[src/rtl/game_ctrl_n_if.sv]
// Key/alarm-clear inputs and display outputs of the game controller.
// The master side drives keys; the slave side is the controller.
interface game_ctrl_n_if #(
  parameter int NCH = 10,
  parameter int CW  = 4
);
  localparam int SW  = $clog2(NCH + 1);
  localparam int CUW = (NCH > 1) ? $clog2(NCH) : 1;

  logic [8:0]        key;
  logic              alarm_clr;
  logic [NCH*CW-1:0] status;
  logic [2:0]        state;
  logic [SW-1:0]     sel_count;
  logic [CUW-1:0]    cursor;
  logic              alarm;
  logic [7:0]        wraps;

  modport master (output key, alarm_clr,
                  input  status, state, sel_count, cursor, alarm, wraps);
  modport slave  (input  key, alarm_clr,
                  output status, state, sel_count, cursor, alarm, wraps);
endinterface

[src/rtl/game_ctrl_n.sv]
// Multi-channel counter game controller: key-edge FSM, cursor moves, wrap alarm.
// Optional PAUSE state is built when GAME_CTRL_PAUSE_EN is defined.
module game_ctrl_n_chan #(
  parameter int CW   = 4,
  parameter int MODV = 10
) (
  input  logic          clk,
  input  logic          rst_n,
  input  logic          load_i,
  input  logic          load_one_i,
  input  logic          inc_i,
  output logic [CW-1:0] val_o
);
  logic [CW-1:0] val_q, val_d;

  always_comb begin
    val_d = val_q;
    if (load_i)     val_d = load_one_i ? CW'(1) : '0;
    else if (inc_i) val_d = (val_q == CW'(MODV - 1)) ? '0 : val_q + CW'(1);
  end

  always_ff @(posedge clk or negedge rst_n)
    if (!rst_n) val_q <= CW'(1);
    else        val_q <= val_d;

  assign val_o = val_q;
endmodule

module game_ctrl_n #(
  parameter int NCH       = 10,
  parameter int CW        = 4,
  parameter int MODV      = 10,
  parameter int GRID_COLS = 5,
  parameter int ALARM_CYC = 25_000_000
) (
  input logic         clk,
  input logic         rst_n,
  game_ctrl_n_if.slave bus
);
  localparam int SW  = $clog2(NCH + 1);
  localparam int CUW = (NCH > 1) ? $clog2(NCH) : 1;
  localparam int AW  = $clog2(ALARM_CYC + 1);

  typedef enum logic [2:0] {
    ST_START = 3'd0, ST_HELP = 3'd1, ST_COUNT = 3'd2, ST_PLAY = 3'd3, ST_PAUSE = 3'd4
  } state_e;

  state_e         state_q, state_d;
  logic [8:0]     key_q, key_d, kp;
  logic [SW-1:0]  sel_q, sel_d;
  logic [CUW-1:0] cursor_q, cursor_d;
  logic [7:0]     wraps_q, wraps_d;
  logic [AW-1:0]  alarm_q, alarm_d;
  logic           load_en, inc_en;
  logic [NCH-1:0][CW-1:0] chan_val;
  logic [CW-1:0]  cur_val;
  logic [31:0]    cur32, sel32;

  // Key history resets to ones so a key held through reset never pulses.
  assign key_d   = bus.key;
  assign kp      = bus.key & ~key_q;
  assign cur_val = chan_val[cursor_q];
  assign cur32   = 32'(cursor_q);
  assign sel32   = 32'(sel_q);

  always_comb begin
    state_d  = state_q;
    sel_d    = sel_q;
    cursor_d = cursor_q;
    wraps_d  = wraps_q;
    alarm_d  = (alarm_q != '0) ? alarm_q - AW'(1) : '0;
    load_en  = 1'b0;
    inc_en   = 1'b0;
    case (state_q)
      ST_START: begin
        if (kp[1])      state_d = ST_HELP;
        else if (kp[0]) state_d = ST_COUNT;
      end
      ST_HELP: begin
        if (kp[2])      state_d = ST_START;
        else if (kp[0]) state_d = ST_COUNT;
      end
      ST_COUNT: begin
        if (kp[3]) state_d = ST_START;
        else if (kp[8]) begin
          state_d  = ST_PLAY;
          load_en  = 1'b1;
          cursor_d = '0;
          wraps_d  = '0;
        end
        else if (kp[4]) sel_d = (sel_q == SW'(NCH)) ? SW'(1) : sel_q + SW'(1);
        else if (kp[5]) sel_d = (sel_q == SW'(1)) ? SW'(NCH) : sel_q - SW'(1);
      end
      ST_PLAY: begin
        if (kp[3]) begin
          state_d = ST_START;
          alarm_d = '0;
        end
`ifdef GAME_CTRL_PAUSE_EN
        else if (kp[2]) state_d = ST_PAUSE;
`endif
        else if (kp[8]) begin
          inc_en = 1'b1;
          if (cur_val == CW'(MODV - 1)) begin
            if (wraps_q != 8'hff) wraps_d = wraps_q + 8'd1;
            alarm_d = AW'(ALARM_CYC);
          end
        end
        else if (kp[4]) begin
          if (cur32 >= 32'(GRID_COLS)) cursor_d = CUW'(cur32 - 32'(GRID_COLS));
        end
        else if (kp[5]) begin
          if (cur32 + 32'(GRID_COLS) < sel32) cursor_d = CUW'(cur32 + 32'(GRID_COLS));
        end
        else if (kp[6]) cursor_d = (cursor_q == '0) ? CUW'(sel32 - 32'd1) : cursor_q - CUW'(1);
        else if (kp[7]) cursor_d = (cur32 == sel32 - 32'd1) ? '0 : cursor_q + CUW'(1);
      end
`ifdef GAME_CTRL_PAUSE_EN
      ST_PAUSE: begin
        if (kp[3])      state_d = ST_START;
        else if (kp[2]) state_d = ST_PLAY;
      end
`endif
      default: state_d = ST_START;
    endcase
    // Clear beats a same-cycle wrap reload.
    if (bus.alarm_clr) alarm_d = '0;
  end

  always_ff @(posedge clk or negedge rst_n)
    if (!rst_n) begin
      state_q  <= ST_START;
      key_q    <= '1;
      sel_q    <= SW'(1);
      cursor_q <= '0;
      wraps_q  <= '0;
      alarm_q  <= '0;
    end else begin
      state_q  <= state_d;
      key_q    <= key_d;
      sel_q    <= sel_d;
      cursor_q <= cursor_d;
      wraps_q  <= wraps_d;
      alarm_q  <= alarm_d;
    end

  for (genvar i = 0; i < NCH; i++) begin : g_chan
    game_ctrl_n_chan #(.CW(CW), .MODV(MODV)) u_chan (
      .clk       (clk),
      .rst_n     (rst_n),
      .load_i    (load_en),
      .load_one_i(SW'(i) < sel_q),
      .inc_i     (inc_en && (cursor_q == CUW'(i))),
      .val_o     (chan_val[i])
    );
  end

  assign bus.status    = chan_val;
  assign bus.state     = state_q;
  assign bus.sel_count = sel_q;
  assign bus.cursor    = cursor_q;
  assign bus.alarm     = (alarm_q != '0);
  assign bus.wraps     = wraps_q;
endmodule
[src/flat_wrapper.sv]
// flat-port wrapper written by rule: the top's interface ports become plain ports
module game_ctrl_n_flat 
#(
  parameter int NCH       = 10,
  parameter int CW        = 4,
  parameter int MODV      = 10,
  parameter int GRID_COLS = 5,
  parameter int ALARM_CYC = 25_000_000
)
  (clk, rst_n, bus_key, bus_alarm_clr, bus_status, bus_state, bus_sel_count, bus_cursor, bus_alarm, bus_wraps);
  game_ctrl_n_if #(.NCH(NCH), .CW(CW)) bus_i ();
  input logic clk;
  input logic rst_n;
  input wire logic [$bits(bus_i.key)-1:0] bus_key;
  input wire logic [$bits(bus_i.alarm_clr)-1:0] bus_alarm_clr;
  output wire logic [$bits(bus_i.status)-1:0] bus_status;
  output wire logic [$bits(bus_i.state)-1:0] bus_state;
  output wire logic [$bits(bus_i.sel_count)-1:0] bus_sel_count;
  output wire logic [$bits(bus_i.cursor)-1:0] bus_cursor;
  output wire logic [$bits(bus_i.alarm)-1:0] bus_alarm;
  output wire logic [$bits(bus_i.wraps)-1:0] bus_wraps;
  assign bus_i.key = bus_key;
  assign bus_i.alarm_clr = bus_alarm_clr;
  assign bus_status = bus_i.status;
  assign bus_state = bus_i.state;
  assign bus_sel_count = bus_i.sel_count;
  assign bus_cursor = bus_i.cursor;
  assign bus_alarm = bus_i.alarm;
  assign bus_wraps = bus_i.wraps;
  game_ctrl_n #(.NCH(NCH), .CW(CW), .MODV(MODV), .GRID_COLS(GRID_COLS), .ALARM_CYC(ALARM_CYC)) u_core (.clk(clk), .rst_n(rst_n), .bus(bus_i));
endmodule
[config.mk]
export PLATFORM = sky130hd
export DESIGN_NAME = game_ctrl_n_flat
export DESIGN_NICKNAME = d
export VERILOG_FILES = /design/src/rtl/game_ctrl_n_if.sv /design/src/rtl/game_ctrl_n.sv /design/src/flat_wrapper.sv
export SDC_FILE = /design/constraint.sdc
export NUM_CORES = 1
export LEC_CHECK = 0
export BUFFER_PORTS_ARGS = -buffer_cell sky130_fd_sc_hd__buf_2
export CAP_MARGIN = 30
export CORE_UTILIZATION = 55
export CTS_BUF_LIST = sky130_fd_sc_hd__clkbuf_4 sky130_fd_sc_hd__clkbuf_8
export CTS_CLUSTER_SIZE = 20
export DETAILED_ROUTE_END_ITERATION = 6
export GPL_ROUTABILITY_DRIVEN = 1
export PLACE_DENSITY_LB_ADDON = 0.2
export SYNTH_ARGS = -nofsm -noshare
export SYNTH_HDL_FRONTEND = slang
export SYNTH_SLANG_ARGS = --single-unit
export TNS_END_PERCENT = 1
[constraint.sdc]
create_clock -name clk -period 3.6 [get_ports clk]
set_input_delay 0.9 -clock clk [delete_from_list [all_inputs] [get_ports clk]]
set_output_delay 0.9 -clock clk [all_outputs]
set_load 0.05 [all_outputs]
==> reports/results.ini <==
[placed_design]
place_ws_ns=0.5193
gp_congestion=0.9246
dp_cells=816
portBuffers=71
dp_hpwl_um=10900

[detailed_routing]
avgViaCountPerCell=6.022
wl_um=14710
drc_errors=0
wire_per_inst_um=17.68
first_iter_violations=318
drtPass1Iterations=5
routed-via-count=5010
ant_nets=0

[synthesis]
syn_inst=627
ys_ff_latch=93
synth_edf_count=0
ys_warn_count=0
synth_top_area_share_pct=32.39
synthArstFlopShare_pct=100.0
synth_area_um2=5640
ys_types=65
ys.flop_type=dfrtp_1
synth_nets=653
avgSynthCellArea_um2=8.996
synth-seq-area-share_pct=41.70
synth.area.top_cells=dfrtp_1, dfstp_2, a21oi_1
synth_top_cell_by_area=dfrtp_1

[worst_setup_path]
cp.required_ns=2.70
crit_start=u_core.alarm_q[9]
crit_fanout=5
critical_path_class=register to output port
worstPathCellList=or3_1, nor4_2, nand4b_1, buf_2
path_buf_inv=1
reg2reg_from=u_core.bus.cursor[0]
endpoint_kind=output port
slowest_stage=or3_1
cp_data_arrival_time_ns=2.26
max_stage_delay_ns=0.47
crit_path_start_kind=register
cp_top_family=simple AND/OR/NAND/NOR gates

[sta]
hold_viol_final=0
timing.final.max_slew_violations=0
final.setup.tns_ns=0
worstMarginPinSlew_ns=0.6172
relSlewSlack_pct=58.73
rsz0062_at_grt=false
clock.fmax_mhz=316.2
final.period_utilization_pct=87.86
setup_ws_ns=0.4371
finalSetupViolCount=0
min_period_ns=3.163
clock_skew_ns=0.01109

[cells_and_area]
syn2layout_area_growth_pct=12.60
nets=720
n_antenna_cell=0
drive_gt1_share_pct=20.89
fin_cells=832
nFillCells=827

[grt]
grt_pass1_wl_um=23320
grt_pass1_vias=4681
grt_max_degree=67
grt.met2_usage_pct=44.62
grt.met3_usage_pct=6.183
met1_usage_pct=39.45
antenna_found_initial=0
grt.total_usage_pct=29.02
grt-busiest-layer=met2
overflow=0

[power]
p_leak_nw=2.831
p_total_mw=3.404
ir_drop_mv=0.4284
p_per_area_nw_per_um2=536.0

[clock_tree]
postCtsSetupBuffers=0
clockBufferDepth=2
cts_resized=0
path_clk_slew_ns=0.10
insertion_delay_ns=0.39
root_buffer=clkbuf_8
numCtsBuffers=9
htreeDepth=3
cts_tree=yes
ctsHoldBuffers=0
cts.sinks=93

[floorplanning]
die_area_um2=10660
io_pins=72
row_count=36
die_h_um=103.3
core_um2=9864
initial_core_util_pct=57.18
die_width_um=103.3

[min_path]
hp-class=input port to async pin

[outcome]
status=finished, final reports clean

[job]
maxCapViolations=0

==> synthesized netlist by cell type (all sizes together), types with 8 or more instances <==
cell,count
a21oi,54
a31oi,12
clkbuf,20
dfrtp,73
dfstp,20
ha,14
inv,17
nand2,47
nand2b,15
nand3,11
nand4,24
nor2,69
nor2b,24
nor3,16
nor3b,14
o21ai,54
o22ai,8
or3,15
xnor2,17
xor2,21
==> cells by family after synthesis <==
kind of cell,after synthesis,share of synthesized area (%)
compound gates,161,17.21
fa+ha+maj,14,3.106
flops,93,41.70
mux,18,4.437
xor+xnor,39,6.300
buf+inv,44,3.482
simple gates,257,23.69
other cells,1,0.06648
==> flip-flops by register name (all words and copies together), names as in the netlist <==
name,cells
u_core.bus.sel_count,4
u_core.key_q,9
u_core.bus.wraps,8
u_core.bus.cursor,4
u_core.alarm_q,25
u_core.bus.state,3
u_core.g_chan.u_chan.val_o,40
==> power by group <==
| part | internal (mW) | switching, mW | total [mW] | leakage (nW) |
|---|---|---|---|---|
| clock network | 0.267 | 0.422 | 0.689 | 0.0978 |
| logic | 0.513 | 0.779 | 1.29 | 1.53 |
| registers | 1.22 | 0.205 | 1.42 | 1.20 |
| total | 2.00 | 1.41 | 3.40 | 2.83 |
==> area by class of cell <==
type                       instances  area [um2]  area share [%]
multi-input combinational        490        3099           48.80
sequential                        93        2352           37.04
timing repair buffer              83       480.5           7.565
tap                              133       166.4           2.620
clock buffer                       9       123.9           1.950
clock inverter                     7       65.06           1.024
inverter                          17       63.81           1.005
==> stage by stage <==
step | area [um2] | hold WS, ns | utilization [%]
final | 6351 | 0.3949 | 64.38
after global routing | 6351 | 0.4061 | 64.38
after CTS | 6351 | 0.3985 | 64.38
after detailed placement | 6162 | 0.4751 | 62.47
after global placement | 6135 | 0.4677 | 62.19
after floorplan | 5640 | 0.4377 | -
==> routing by layer <==
layer  up-vias  share of wire [%]
li1       2392                  -
met1      2416                 47
met2       163                 45
met3        39                5.2
met4         0                3.3
met5         -                  0
==> final timing paths <==
path / cells after the start / end / slack (ns)
max: 4 / bus_alarm / 0.44
min: 1 / u_core.bus.wraps[2] / 0.39
max reg2reg: 9 / u_core.bus.cursor[0] / 0.47
min reg2reg: 1 / u_core.alarm_q[0] / 0.48
max in group asynchronous: 2 / u_core.g_chan[5].u_chan.val_o[0] / 2.54
min in group clk: 1 / u_core.alarm_q[0] / 0.48
==> cell usage in the layout, fill, tap and decap left out, drive strengths merged, types with 5 or more instances in the layout <==
master  Yosys  routed
o21ai      54      54
ha         14      14
dfstp      20      20
xor2       21      21
dfrtp      73      73
a31oi      12      12
a21oi      54      54
mux2i       7       7
nor3       16      16
o211ai      5       5
mux2        6       6
buf         7      83
nor3b      14      14
inv        17      21
nand4      24      24
o22ai       8       8
xnor2      17      17
nor2       69      69
nand2      47      47
nor2b      24      24
or3        15      15
nor4        5       5
nand3      11      11
clkbuf     20       9
mux4        5       5
nand2b     15      15
Power figures use the tool's default switching activity.
